`src/rtl/nes_pad_reader_if.sv`:
```
// Pad-side wires and parallel result of nes_pad_reader.
// slave = reader, master = whatever drives the pad wires and consumes buttons.
interface nes_pad_reader_if;
  logic       enable;
  logic       pad_data;
  logic       pad_latch;
  logic       pad_clk;
  logic [7:0] buttons;
  logic       valid;
  logic       connected;

  modport master (
    output enable, pad_data,
    input  pad_latch, pad_clk, buttons, valid, connected
  );

  modport slave (
    input  enable, pad_data,
    output pad_latch, pad_clk, buttons, valid, connected
  );
endinterface

```
`src/rtl/nes_pad_reader.sv`:
```
// Periodically polls a 4021-based NES pad and deserializes its 8 buttons.
// Define NES_PAD_DETECT_EN to clock a 9th bit and report pad presence.
module nes_pad_reader #(
  parameter int unsigned HALF        = 6,
  parameter int unsigned POLL_PERIOD = 16667,
  parameter int unsigned SYNC_STAGES = 2
) (
  input  logic             clk,
  input  logic             res_n,
  nes_pad_reader_if.slave  pad
);
  localparam int unsigned      TW         = $clog2(POLL_PERIOD);
  localparam int unsigned      HW         = $clog2(HALF);
  localparam logic [TW-1:0]    TIMER_LAST = TW'(POLL_PERIOD - 1);
  localparam logic [HW-1:0]    HALF_LAST  = HW'(HALF - 1);
`ifdef NES_PAD_DETECT_EN
  // bit_cnt wraps 7->0 for the extra presence bit, which is the last one
  localparam logic [2:0]       LAST_BIT   = 3'd0;
`else
  localparam logic [2:0]       LAST_BIT   = 3'd7;
`endif

  typedef enum logic [2:0] {IDLE, LATCH, GAP, CLK_HI, CLK_LO, DONE} state_t;

  state_t                 state, state_next;
  logic [TW-1:0]          timer;
  logic [HW-1:0]          half_cnt;
  logic [2:0]             bit_cnt;
  logic [7:0]             shreg;
  logic [7:0]             buttons;
  logic                   connected;
  logic [SYNC_STAGES-1:0] sync;
  logic                   sample, wrap, half_end;

  assign sample   = sync[SYNC_STAGES-1];
  assign wrap     = (timer == TIMER_LAST);
  assign half_end = (half_cnt == HALF_LAST);

  always_ff @(posedge clk or negedge res_n) begin
    if (!res_n)          sync <= '1;
    else if (pad.enable) sync <= {sync[SYNC_STAGES-2:0], pad.pad_data};
  end

  always_ff @(posedge clk or negedge res_n) begin
    if (!res_n)          timer <= '0;
    else if (pad.enable) timer <= wrap ? '0 : timer + 1'b1;
  end

  always_ff @(posedge clk or negedge res_n) begin
    if (!res_n)          state <= IDLE;
    else if (pad.enable) state <= state_next;
  end

  always_comb begin
    state_next = state;
    case (state)
      IDLE:    if (wrap)     state_next = LATCH;
      LATCH:   if (half_end) state_next = GAP;
      GAP:     if (half_end) state_next = CLK_HI;
      CLK_HI:  if (half_end) state_next = CLK_LO;
      CLK_LO:  if (half_end) state_next = (bit_cnt == LAST_BIT) ? DONE : CLK_HI;
      DONE:                  state_next = IDLE;
      default:               state_next = IDLE;
    endcase
  end

  always_ff @(posedge clk or negedge res_n) begin
    if (!res_n)
      half_cnt <= '0;
    else if (pad.enable)
      half_cnt <= (state == IDLE || state == DONE || half_end) ? '0 : half_cnt + 1'b1;
  end

  // buttons is loaded on the edge entering DONE so it is already new while valid is high
  always_ff @(posedge clk or negedge res_n) begin
    if (!res_n) begin
      shreg   <= '0;
      bit_cnt <= '0;
      buttons <= '0;
    end else if (pad.enable && half_end) begin
      if (state == GAP) begin
        shreg   <= {sample, shreg[7:1]};
        bit_cnt <= 3'd1;
      end else if (state == CLK_LO) begin
        shreg   <= {sample, shreg[7:1]};
        bit_cnt <= bit_cnt + 3'd1;
        if (bit_cnt == LAST_BIT) begin
`ifdef NES_PAD_DETECT_EN
          buttons <= sample ? '0 : ~shreg;
`else
          buttons <= ~{sample, shreg[7:1]};
`endif
        end
      end
    end
  end

  always_ff @(posedge clk or negedge res_n) begin
    if (!res_n)
      connected <= 1'b0;
`ifdef NES_PAD_DETECT_EN
    else if (pad.enable && half_end && state == CLK_LO && bit_cnt == LAST_BIT)
      connected <= ~sample;
`else
    else
      connected <= 1'b1;
`endif
  end

  always_comb begin
    pad.pad_latch = (state == LATCH);
    pad.pad_clk   = (state == CLK_HI);
    pad.valid     = (state == DONE) && pad.enable;
    pad.buttons   = buttons;
    pad.connected = connected;
  end
endmodule
```
`src/flat_wrapper.sv`:
```
// flat-port wrapper written by rule: the top's interface ports become plain ports
module nes_pad_reader_flat 
#(
  parameter int unsigned HALF        = 6,
  parameter int unsigned POLL_PERIOD = 16667,
  parameter int unsigned SYNC_STAGES = 2
)
  (clk, res_n, pad_enable, pad_pad_data, pad_pad_latch, pad_pad_clk, pad_buttons, pad_valid, pad_connected);
  nes_pad_reader_if pad_i ();
  input  logic clk;
  input  logic res_n;
  input wire logic [$bits(pad_i.enable)-1:0] pad_enable;
  input wire logic [$bits(pad_i.pad_data)-1:0] pad_pad_data;
  output wire logic [$bits(pad_i.pad_latch)-1:0] pad_pad_latch;
  output wire logic [$bits(pad_i.pad_clk)-1:0] pad_pad_clk;
  output wire logic [$bits(pad_i.buttons)-1:0] pad_buttons;
  output wire logic [$bits(pad_i.valid)-1:0] pad_valid;
  output wire logic [$bits(pad_i.connected)-1:0] pad_connected;
  assign pad_i.enable = pad_enable;
  assign pad_i.pad_data = pad_pad_data;
  assign pad_pad_latch = pad_i.pad_latch;
  assign pad_pad_clk = pad_i.pad_clk;
  assign pad_buttons = pad_i.buttons;
  assign pad_valid = pad_i.valid;
  assign pad_connected = pad_i.connected;
  nes_pad_reader #(.HALF(HALF), .POLL_PERIOD(POLL_PERIOD), .SYNC_STAGES(SYNC_STAGES)) u_core (.clk(clk), .res_n(res_n), .pad(pad_i));
endmodule
```
`config.mk`:
```
export PLATFORM = sky130hd
export DESIGN_NAME = nes_pad_reader_flat
export DESIGN_NICKNAME = d
export VERILOG_FILES = /design/src/rtl/nes_pad_reader_if.sv /design/src/rtl/nes_pad_reader.sv /design/src/flat_wrapper.sv
export SDC_FILE = /design/constraint.sdc
export NUM_CORES = 1
export LEC_CHECK = 0
export ABC_AREA = 0
export CORE_ASPECT_RATIO = 1.2
export CORE_MARGIN = 3
export CORE_UTILIZATION = 40
export CTS_CLUSTER_SIZE = 10
export DETAILED_ROUTE_END_ITERATION = 7
export PLACE_DENSITY = 0.58
export SLEW_MARGIN = 40
export SYNTH_ARGS = -nofsm -noshare
export SYNTH_HDL_FRONTEND = slang
export SYNTH_SLANG_ARGS = --single-unit
```
`constraint.sdc`:
```
create_clock -name clk -period 4.95 [get_ports clk]
set_clock_uncertainty 0.05 [all_clocks]
set_input_delay 0.495 -clock clk [delete_from_list [all_inputs] [get_ports clk]]
set_output_delay 0.495 -clock clk [all_outputs]
set_load 0.005 [all_outputs]
```
==> metrics.cfg <==
[finish]
antenna_diode_count=0
area_growth_syn_to_layout_pct=14.0
fillers=434
multi_input_comb_area_sq_um=847
finalNetCount=212
post-route-cell-area_sq_mm=0.00226
seq_area_sq_mm=0.00105
fraction_of_final_layout_cells_sized_beyond_drive_strength_1_pct=9.85
post-route-util_pct=48.2

[synth]
synth-main-ff-cell=dfrtp_1
post-synth-top-area-fraction_pct=50.4
syn_area_per_cell_sq_um=10.6
nets_in_the_synthesized_netlist=197
number_of_warnings_printed_during_yosys_synthesis=0
postSynthCellCount=187
yosysTopAreaCell=dfrtp_1
synth.lib_cells_used.distinct=49
ys_seq_area_share_pct=53.0
syn-cell-area_sq_mm=0.00199
proportion_of_register_bits_with_asynchronous_set_or_reset_after_synthesis_pct=100
synth.top_cells.by_area=dfrtp_1 50%, nand2_1 6.0%, mux2i_1 4.5%, ha_1 3.8%, xnor2_1 3.5%
synth_enable_flop_cells=0
count_of_state_elements_after_synthesis=42

[clock_network]
cts_hold_buffers=0
clock_buffer_count_from_cts=5
clk_latency_ps=290
postCtsResizedCells=0
root_cell_of_the_clock_tree=clkbuf_8
cts_setup_buffers=0
clock_tree.buffer_depth=2
cts.clk_slew.worst_paths_ps=80
tritoncts_clock_tree=yes
numClockSinks=42
h-tree-depth=2

[setup_path]
criticalPathCategory=input port to output port
worst_setup_path_start_kind=input port
path_max_fanout=18
worst_ep_required_time_ps=4410
critPathCaptureType=output port
cp.arrival_ps=2200
regToRegSetupSlack_ps=3140

[status]
status=finished, final reports clean

[timing]
final-hold-violation-count=0
max-slew-margin-rel_pct=55.8
setup_repair_after_global_routing_missed_its_margin=false
maxClockFrequency_mhz=365
final.setup.tns_ps=0
finalSetupViolCount=0
final_critical_path_setup_slack_ps=2210
final_period_minus_worst_setup_slack_ps=2740
final_max_slew_viol_count=0
final.period_utilization_pct=55.4
worst_pin_slew_ps=661

[power_and_ir_drop]
worst_ir_drop_vdd_mv=0.243
leakagePower_nw=1.12
power_dens_cells_mw_per_mm2=375

[floorplanning]
initial_cell_density_of_the_core_pct=42.3
coreArea_sq_mm=0.00470
num_rows=27
dieWidth_um=70.3
die_height_um=83.2
io_pins=16
die_area_sq_mm=0.00585

[detailed_routing]
routed_wl_um=3570
drc=0
dr.pass1.iters=4
drtAntennaViolNets=0
routed-via-count=1366
wl_per_cell_um=13.7
drt_iter0_drc=49
routed_via_density=5.23

[run]
drv.max_cap_violation_count=0

[placed_design]
dp_worst_setup_slack_ps=2010
postPlaceCellArea_sq_mm=0.00217
hpwlAfterDp_um=2490
globalplace.congestion=0.858
port_buffers=15

[global_route]
number_of_antenna_violations_at_the_first_check_in_global_routing=0
grt.total_usage_pct=13.5
grt-ovfl-total=0
pin_count_of_the_biggest_net_entering_global_routing=43
grt_first_pass_wirelength_um=6420
grt_pass1_vias=1454

[min_path]
hold_path.class=input port to async pin

-- critical path, stage by stage --
cell             delay (ps)
clkdlybuf4s50_1         890
and4b_1                 300
clkdlybuf4s50_1         510
-- metrics by stage --
step           total power, mW  hold slack (ps)  instances
4_1_cts                  0.858              145        261
3_5_place_dp             0.629              401        253
6_report                 0.849              123        261
3_3_place_gp             0.620              388        253
5_1_grt                  0.905              168        261
2_1_floorplan            0.566              149        187
-- flip-flops by register name, summed over array words and instances (netlist names) --
signal and count:
u_core.pad.buttons 8, u_core.sync 2, u_core.bit_cnt 3, u_core.shreg 7, u_core.half_cnt 3, u_core.state 3, u_core.pad.connected 1, u_core.timer 15
-- Yosys cell counts, drive strengths merged, types with 2 or more instances --
master and n:
dfrtp 40, nand2 34, inv 13, mux2i 9, xnor2 8, ha 6, nor3 6, o31ai 6
clkbuf 5, and3 4, nor2 4, o21ai 4, a22o 3, nand2b 3, nand3 3, nor2b 3
a21o 2, a21oi 2, a31oi 2, and4 2, buf 2, dfstp 2, mux2 2, nand4 2
nor4b 2, or3 2, xor2 2
-- cells by family (layout without fill, tap and decap cells) --
family / Yosys count / in the layout / share of synthesized area (%)
simple gates: 71 / 71 / 19.3
flops: 42 / 42 / 53.0
compound gates: 25 / 25 / 9.01
buf+inv: 21 / 37 / 4.60
mux: 11 / 11 / 5.67
xor+xnor: 10 / 10 / 4.41
fa+ha+maj: 6 / 6 / 3.78
other cells: 1 / 1 / 0.189
-- final cells by class --
| cell class | instances | area share (%) |
|---|---|---|
| Tap cell | 58 | 3.20 |
| Sequential cell | 42 | 46.5 |
| Multi-Input combinational cell | 124 | 37.4 |
| Clock buffer | 7 | 3.81 |
| Timing Repair Buffer | 15 | 6.52 |
| Inverter | 14 | 2.32 |
| Clock inverter | 1 | 0.221 |
-- report_power, final --
| part | switching, mW | internal, mW | total [mW] | leakage [nW] |
|---|---|---|---|---|
| combinational | 0.0825 | 0.0914 | 0.174 | 0.561 |
| clock | 0.111 | 0.113 | 0.223 | 0.0482 |
| sequential | 0.0625 | 0.389 | 0.452 | 0.516 |
-- cell usage in the layout (no fill, tap or decap), types with 2 or more instances in the layout --
cell and n:
a22o_1 3, a31oi_1 2, nand4_1 2, nor3_1 5, or3_1 2, xnor2_1 8
mux2_2 2, nand2_1 32, ha_1 6, a21oi_1 2, clkdlybuf4s50_1 14, nand3_1 3
nor2_1 4, nor2b_1 3, nand2b_1 3, clkbuf_8 6, o21ai_0 4, dfstp_2 2
xor2_1 2, inv_1 13, o31ai_1 6, mux2i_1 9, and3_1 3, dfrtp_1 40
-- per-layer routing --
metal,track usage [%],part of all wire (%),up-vias
met3,3.51,2.8,4
met2,21.3,49,22
met4,4.70,1.1,0
met1,17.8,47,671
li1,-,-,669
met5,0,0,-
-- path summary, 6_finish.rpt --
path / from / end / depth (start not counted)
min: res_n / u_core.timer[9]$_DFFE_PN0P_ / 1
min in group clk: u_core.shreg[1]$_DFFE_PN0P_ / u_core.pad.buttons[0]$_DFFE_PN0P_ / 1
max in group asynchronous: res_n / u_core.sync[1]$_DFFE_PN1P_ / 1
max: pad_enable / pad_valid / 3
min reg2reg: u_core.shreg[1]$_DFFE_PN0P_ / u_core.pad.buttons[0]$_DFFE_PN0P_ / 1
max reg2reg: u_core.timer[0]$_DFFE_PN0P_ / u_core.timer[4]$_DFFE_PN0P_ / 6
Note: power is estimated with default switching activity, not from simulation.
